--- src/rtl/playback_sequencer_if.sv ---
// Control/status bundle between the playback sequencer and its note datapath.
// master = controller/datapath side, slave = sequencer side.
interface playback_sequencer_if;
  logic        start;
  logic        stop;
  logic        loop;
  logic [3:0]  last_index;
  logic [31:0] freq_in;
  logic        ld_play;
  logic [3:0]  note_counter;
  logic        busy;
  logic        done;
  logic        audio_out;

  modport master (
    output start, stop, loop, last_index, freq_in,
    input  ld_play, note_counter, busy, done, audio_out
  );

  modport slave (
    input  start, stop, loop, last_index, freq_in,
    output ld_play, note_counter, busy, done, audio_out
  );
endinterface

--- src/rtl/playback_sequencer.sv ---
// Steps through recorded notes, waits for the datapath read to settle, then
// sounds each note as a square wave followed by a silent gap.
module playback_sequencer #(
  parameter int unsigned NOTE_TICKS    = 25_000_000,
  parameter int unsigned GAP_TICKS     = 2_500_000,
  parameter int unsigned SETTLE_CYCLES = 3
) (
  input  logic                 clk,
  input  logic                 reset,
  playback_sequencer_if.slave  bus
);

  typedef enum logic [1:0] {IDLE, SETTLE, SOUND, GAP} state_e;

  state_e      state_q, state_d;
  logic [3:0]  note_counter_q, note_counter_d;
  logic [3:0]  last_idx_q, last_idx_d;
  logic [31:0] phase_q, phase_d;
  logic [31:0] tone_q, tone_d;
  logic [31:0] period_q, period_d;
  logic        audio_q, audio_d;
  logic        done_q, done_d;

  // One phase counter serves as settle, note and gap counter: the states are exclusive.
  always_comb begin
    state_d        = state_q;
    note_counter_d = note_counter_q;
    last_idx_d     = last_idx_q;
    phase_d        = phase_q;
    tone_d         = tone_q;
    period_d       = period_q;
    audio_d        = audio_q;
    done_d         = 1'b0;

    case (state_q)
      IDLE: begin
        if (bus.start) begin
          state_d        = SETTLE;
          note_counter_d = '0;
          last_idx_d     = bus.last_index;
          phase_d        = '0;
        end
      end
      SETTLE: begin
        if (phase_q == SETTLE_CYCLES - 1) begin
          period_d = bus.freq_in;
          tone_d   = '0;
          phase_d  = '0;
          audio_d  = 1'b0;
          state_d  = SOUND;
        end else begin
          phase_d = phase_q + 32'd1;
        end
      end
      SOUND: begin
        if (period_q != '0) begin
          if (tone_q == period_q - 32'd1) begin
            tone_d  = '0;
            audio_d = ~audio_q;
          end else begin
            tone_d = tone_q + 32'd1;
          end
        end
        if (phase_q == NOTE_TICKS - 1) begin
          state_d = GAP;
          audio_d = 1'b0;
          phase_d = '0;
        end else begin
          phase_d = phase_q + 32'd1;
        end
      end
      GAP: begin
        if (phase_q == GAP_TICKS - 1) begin
          phase_d = '0;
          if (note_counter_q < last_idx_q) begin
            note_counter_d = note_counter_q + 4'd1;
            state_d        = SETTLE;
          end else if (bus.loop) begin
            note_counter_d = '0;
            state_d        = SETTLE;
          end else begin
            note_counter_d = '0;
            done_d         = 1'b1;
            state_d        = IDLE;
          end
        end else begin
          phase_d = phase_q + 32'd1;
        end
      end
      default: state_d = IDLE;
    endcase

    // Abort overrides whatever transition the state logic chose this cycle.
    if (bus.stop && state_q != IDLE) begin
      state_d        = IDLE;
      note_counter_d = '0;
      audio_d        = 1'b0;
      done_d         = 1'b0;
      phase_d        = '0;
      tone_d         = '0;
    end
  end

  always_ff @(posedge clk or negedge reset) begin
    if (!reset) begin
      state_q        <= IDLE;
      note_counter_q <= '0;
      last_idx_q     <= '0;
      phase_q        <= '0;
      tone_q         <= '0;
      period_q       <= '0;
      audio_q        <= 1'b0;
      done_q         <= 1'b0;
    end else begin
      state_q        <= state_d;
      note_counter_q <= note_counter_d;
      last_idx_q     <= last_idx_d;
      phase_q        <= phase_d;
      tone_q         <= tone_d;
      period_q       <= period_d;
      audio_q        <= audio_d;
      done_q         <= done_d;
    end
  end

  assign bus.ld_play      = (state_q != IDLE);
  assign bus.busy         = (state_q != IDLE);
  assign bus.note_counter = note_counter_q;
  assign bus.done         = done_q;
  assign bus.audio_out    = audio_q;

endmodule

--- src/flat_wrapper.sv ---
// flat-port wrapper written by rule: the top's interface ports become plain ports
module playback_sequencer_flat 
#(
  parameter int unsigned NOTE_TICKS    = 25_000_000,
  parameter int unsigned GAP_TICKS     = 2_500_000,
  parameter int unsigned SETTLE_CYCLES = 3
)
  (clk, reset, bus_start, bus_stop, bus_loop, bus_last_index, bus_freq_in, bus_ld_play, bus_note_counter, bus_busy, bus_done, bus_audio_out);
  playback_sequencer_if bus_i ();
  input  logic clk;
  input  logic reset;
  input wire logic [$bits(bus_i.start)-1:0] bus_start;
  input wire logic [$bits(bus_i.stop)-1:0] bus_stop;
  input wire logic [$bits(bus_i.loop)-1:0] bus_loop;
  input wire logic [$bits(bus_i.last_index)-1:0] bus_last_index;
  input wire logic [$bits(bus_i.freq_in)-1:0] bus_freq_in;
  output wire logic [$bits(bus_i.ld_play)-1:0] bus_ld_play;
  output wire logic [$bits(bus_i.note_counter)-1:0] bus_note_counter;
  output wire logic [$bits(bus_i.busy)-1:0] bus_busy;
  output wire logic [$bits(bus_i.done)-1:0] bus_done;
  output wire logic [$bits(bus_i.audio_out)-1:0] bus_audio_out;
  assign bus_i.start = bus_start;
  assign bus_i.stop = bus_stop;
  assign bus_i.loop = bus_loop;
  assign bus_i.last_index = bus_last_index;
  assign bus_i.freq_in = bus_freq_in;
  assign bus_ld_play = bus_i.ld_play;
  assign bus_note_counter = bus_i.note_counter;
  assign bus_busy = bus_i.busy;
  assign bus_done = bus_i.done;
  assign bus_audio_out = bus_i.audio_out;
  playback_sequencer #(.NOTE_TICKS(NOTE_TICKS), .GAP_TICKS(GAP_TICKS), .SETTLE_CYCLES(SETTLE_CYCLES)) u_core (.clk(clk), .reset(reset), .bus(bus_i));
endmodule
--- config.mk ---
export PLATFORM = sky130hd
export DESIGN_NAME = playback_sequencer_flat
export DESIGN_NICKNAME = d
export VERILOG_FILES = /design/src/rtl/playback_sequencer_if.sv /design/src/rtl/playback_sequencer.sv /design/src/flat_wrapper.sv
export SDC_FILE = /design/constraint.sdc
export NUM_CORES = 1
export LEC_CHECK = 0
export ABC_AREA = 1
export BUFFER_PORTS_ARGS = -buffer_cell sky130_fd_sc_hd__clkbuf_2
export CORE_ASPECT_RATIO = 2
export CORE_UTILIZATION = 40
export CTS_CLUSTER_DIAMETER = 80
export DETAILED_ROUTE_END_ITERATION = 8
export SLEW_MARGIN = 20
export SYNTH_ARGS = -nofsm -noshare
export SYNTH_HDL_FRONTEND = slang
export SYNTH_SLANG_ARGS = --single-unit
--- constraint.sdc ---
create_clock -name clk -period 2.5 [get_ports clk]
set_input_delay 0.375 -clock clk [delete_from_list [all_inputs] [get_ports clk]]
set_output_delay 0.375 -clock clk [all_outputs]
set_load 0.02 [all_outputs]
==> results.toml <==
[timing]
worst_slack_ps = 60.1
max_freq_mhz = 410
period_share = 0.976
fin_hold_ws_ps = 227
finClkSkew_ps = 8.62
rsz0062_at_grt = "true"
min_period_ps = 2440
relSlewSlack = 0.519
worstMarginPinSlew_ps = 718
setup_viol = 0
drv_slew = 0
hold_viol_final = 0

[clock_tree]
root_buffer = "clkbuf_16"
htreeDepth = 3
cts.path.max_buffers = 2
cts_tree = "yes"
clk_latency_ps = 370
clk_pin_slew_ps = 80
clock-sinks = 108
numCtsBuffers = 9

[yosys]
synth-async-reset-ratio = 1.00
synth_edf_count = 0
syn-num-nets = 1135
yosysTopAreaCellShare = 0.342
synth_cells = 1082
synth.top_cells.by_area = "dfrtp_1 34%, nand2_1 13%, nor2_1 6.6%"
synth.avg_cell_area_um2 = 7.30
synth-seq-cells = 108
synth.distinct_cells = 48
yosysWarnings = 0
ys.flop_type = "dfrtp_1"
ys_seq_area_frac = 0.342
synth_top_cell_by_area = "dfrtp_1"
syn-cell-area_mm2 = 0.00790

[placed_design]
dp_slack_ps = -319
hpwl_mm = 18.6
gp_congestion = 0.948
portBuffers = 48

[die]
die-height_um = 201
ios = 49
start_util = 0.408
die_w_um = 101
coreArea_mm2 = 0.0194
rows = 72
dieArea_mm2 = 0.0203

[final_layout]
nNetsFinal = 1260
drive_gt1_frac = 0.257
fin_util = 0.502
fillerInstances = 1928
diodes = 0
syn_to_final_growth_pct = 23.0

[pwr]
p_total_mw = 8.73
p_per_area_mw_per_mm2 = 899
ir_drop_v = 0.000538
p_leak_nw = 4.35

[grt]
grt_pass1_wl_mm = 37.5
grt_max_degree = 68
grt_pass1_vias = 7820
antenna_found_initial = 0
grt_use_total = 0.244
overflow = 0

[detailed_routing]
wl_mm = 23.9
vias_per_cell = 5.13
drc = 0
firstDrtPassIters = 5
dr.first_iter.drc_count = 227
drtAntennaViolNets = 0
routedWlPerCell_um = 16.2
num_vias = 7550

[worst_setup_path]
critPathLaunchType = "flip-flop"
path_class = "reg2reg"
crit_path_max_fanout = 5
cp_data_arrival_time_ps = 2710
ff2ff_setup_slack_ps = 60
cp-end-kind = "flip-flop"
crit_required_ps = 2770

[job]
maxCapViolations = 0

[run_status]
status = "completed"

[worst_hold_path]
hold_path.class = "in2reg"
power by group:
part | switching, mW | leakage (nW) | internal (mW)
Sequential | 0.443 | 1.41 | 2.10
Combinational | 2.68 | 2.79 | 1.98
Clock | 0.731 | 0.152 | 0.794
synthesized netlist by cell type (2+ instances only):
cell	number
a21oi_1	8
a21oi_2	30
a31o_2	2
buf_1	3
buf_2	7
buf_4	2
buf_8	3
clkbuf_1	6
dfrtp_1	108
ha_1	12
inv_1	133
inv_2	9
mux2_2	33
nand2_1	278
nand2_2	8
nand2_4	2
nand3_1	62
nand3_4	2
nand3b_1	6
nand4_1	35
nor2_1	138
nor2_2	10
nor2_4	2
nor2_8	2
nor3_1	25
nor3_2	3
nor4_1	9
nor4_2	2
o211ai_1	2
o21ai_0	23
o21ai_1	6
o21bai_1	4
o22ai_1	30
xnor2_1	12
xnor3_1	2
xor2_1	51
critical path: stages, from the launching register on:
cell	delay, ps
dfrtp_2	450
nor2_2	170
nand2_2	140
nor2_8	180
nand2_4	100
inv_4	90
nand3_4	80
nor4_4	370
nand2_2	130
buf_6	150
buf_4	140
a31o_2	220
nand2_1	70
a21oi_2	40
what timing repair did:
| action | CTS | global route |
|---|---|---|
| endpoints found under the hold margin | 8 | 0 |
| hold buffers | 1 | 0 |
| pin swaps | 2 | 28 |
| setup endpoints to repair | 33 | 34 |
| resized for setup | 11 | 67 |
| buffers inserted | 1 | 5 |
| gates cloned | 0 | 5 |
cell families after synthesis:
kind of cell / after synthesis / synth area share
and+or+nand+nor: 591 / 0.340
muxes: 33 / 0.0470
buffers and inverters: 164 / 0.0843
xor gates and xnor gates: 65 / 0.0756
adders and majority gates: 12 / 0.0190
DFF: 108 / 0.342
AOI/OAI and AO/OA: 109 / 0.0922
stage by stage:
stage	cell area [um^2]	setup TNS [ps]	std cells
2_1_floorplan	7900	0	1082
3_3_place_gp	8970	-9110	1443
3_5_place_dp	8970	-9760	1443
4_1_cts	9340	0	1461
5_1_grt	9720	-2160	1471
6_report	9720	0	1471
path summary, 6_finish.rpt:
check	cells after the start	startpoint	endpoint
setup / recovery	13	u_core.period_q[4]$_DFFE_PN0P_	u_core.tone_q[10]$_DFFE_PN0P_
hold / removal	2	bus_freq_in[28]	u_core.period_q[28]$_DFFE_PN0P_
setup reg to reg	13	u_core.period_q[4]$_DFFE_PN0P_	u_core.tone_q[10]$_DFFE_PN0P_
hold reg to reg	1	u_core.last_idx_q[0]$_DFFE_PN0P_	u_core.last_idx_q[0]$_DFFE_PN0P_
max in group asynchronous	3	reset	u_core.period_q[16]$_DFFE_PN0P_
min in group asynchronous	2	reset	u_core.period_q[5]$_DFFE_PN0P_
registers in the layout, indices dropped and copies added (netlist names):
name,count
u_core.bus.audio_out,1
u_core.bus.done,1
u_core.bus.note_counter,4
u_core.last_idx_q,4
u_core.period_q,32
u_core.phase_q,32
u_core.state_q,2
u_core.tone_q,32
cell usage in the layout (no fill, tap or decap), drive strengths merged:
cell           n
bufinv         1
nor3          29
ha            12
mux2          33
o21bai         4
o21ai         29
buf           82
a31o           2
nand3b         6
a31oi          1
xnor3          2
nand4         36
clkinv         4
a21boi         1
o31ai          1
a21oi         38
dlygate4sd3    1
xnor2         12
nor2         152
o22ai         30
clkbuf        61
o211ai         2
xor2          51
and3           1
o2111ai        1
nor4          12
nand3         65
inv          145
dfrtp        108
nand2        288
or2            2
per-layer routing:
layer | share of wire | global-route usage | vias up
li1 | - | - | 3767
met1 | 0.33 | 0.212 | 3531
met2 | 0.57 | 0.468 | 155
met3 | 0.020 | 0.0366 | 97
met4 | 0.082 | 0.201 | 0
met5 | 0 | 0 | -
final cells by class:
type / count / area [um^2] / area share
flip-flops and latches: 108 / 2710 / 0.279
repair buffers: 135 / 1080 / 0.111
clock inverters: 7 / 81.3 / 0.00837
multi-input cells: 810 / 4760 / 0.489
well taps: 259 / 324 / 0.0334
clock buffers: 9 / 225 / 0.0232
inverters: 143 / 544 / 0.0560
(Power assumes the default switching activity.)
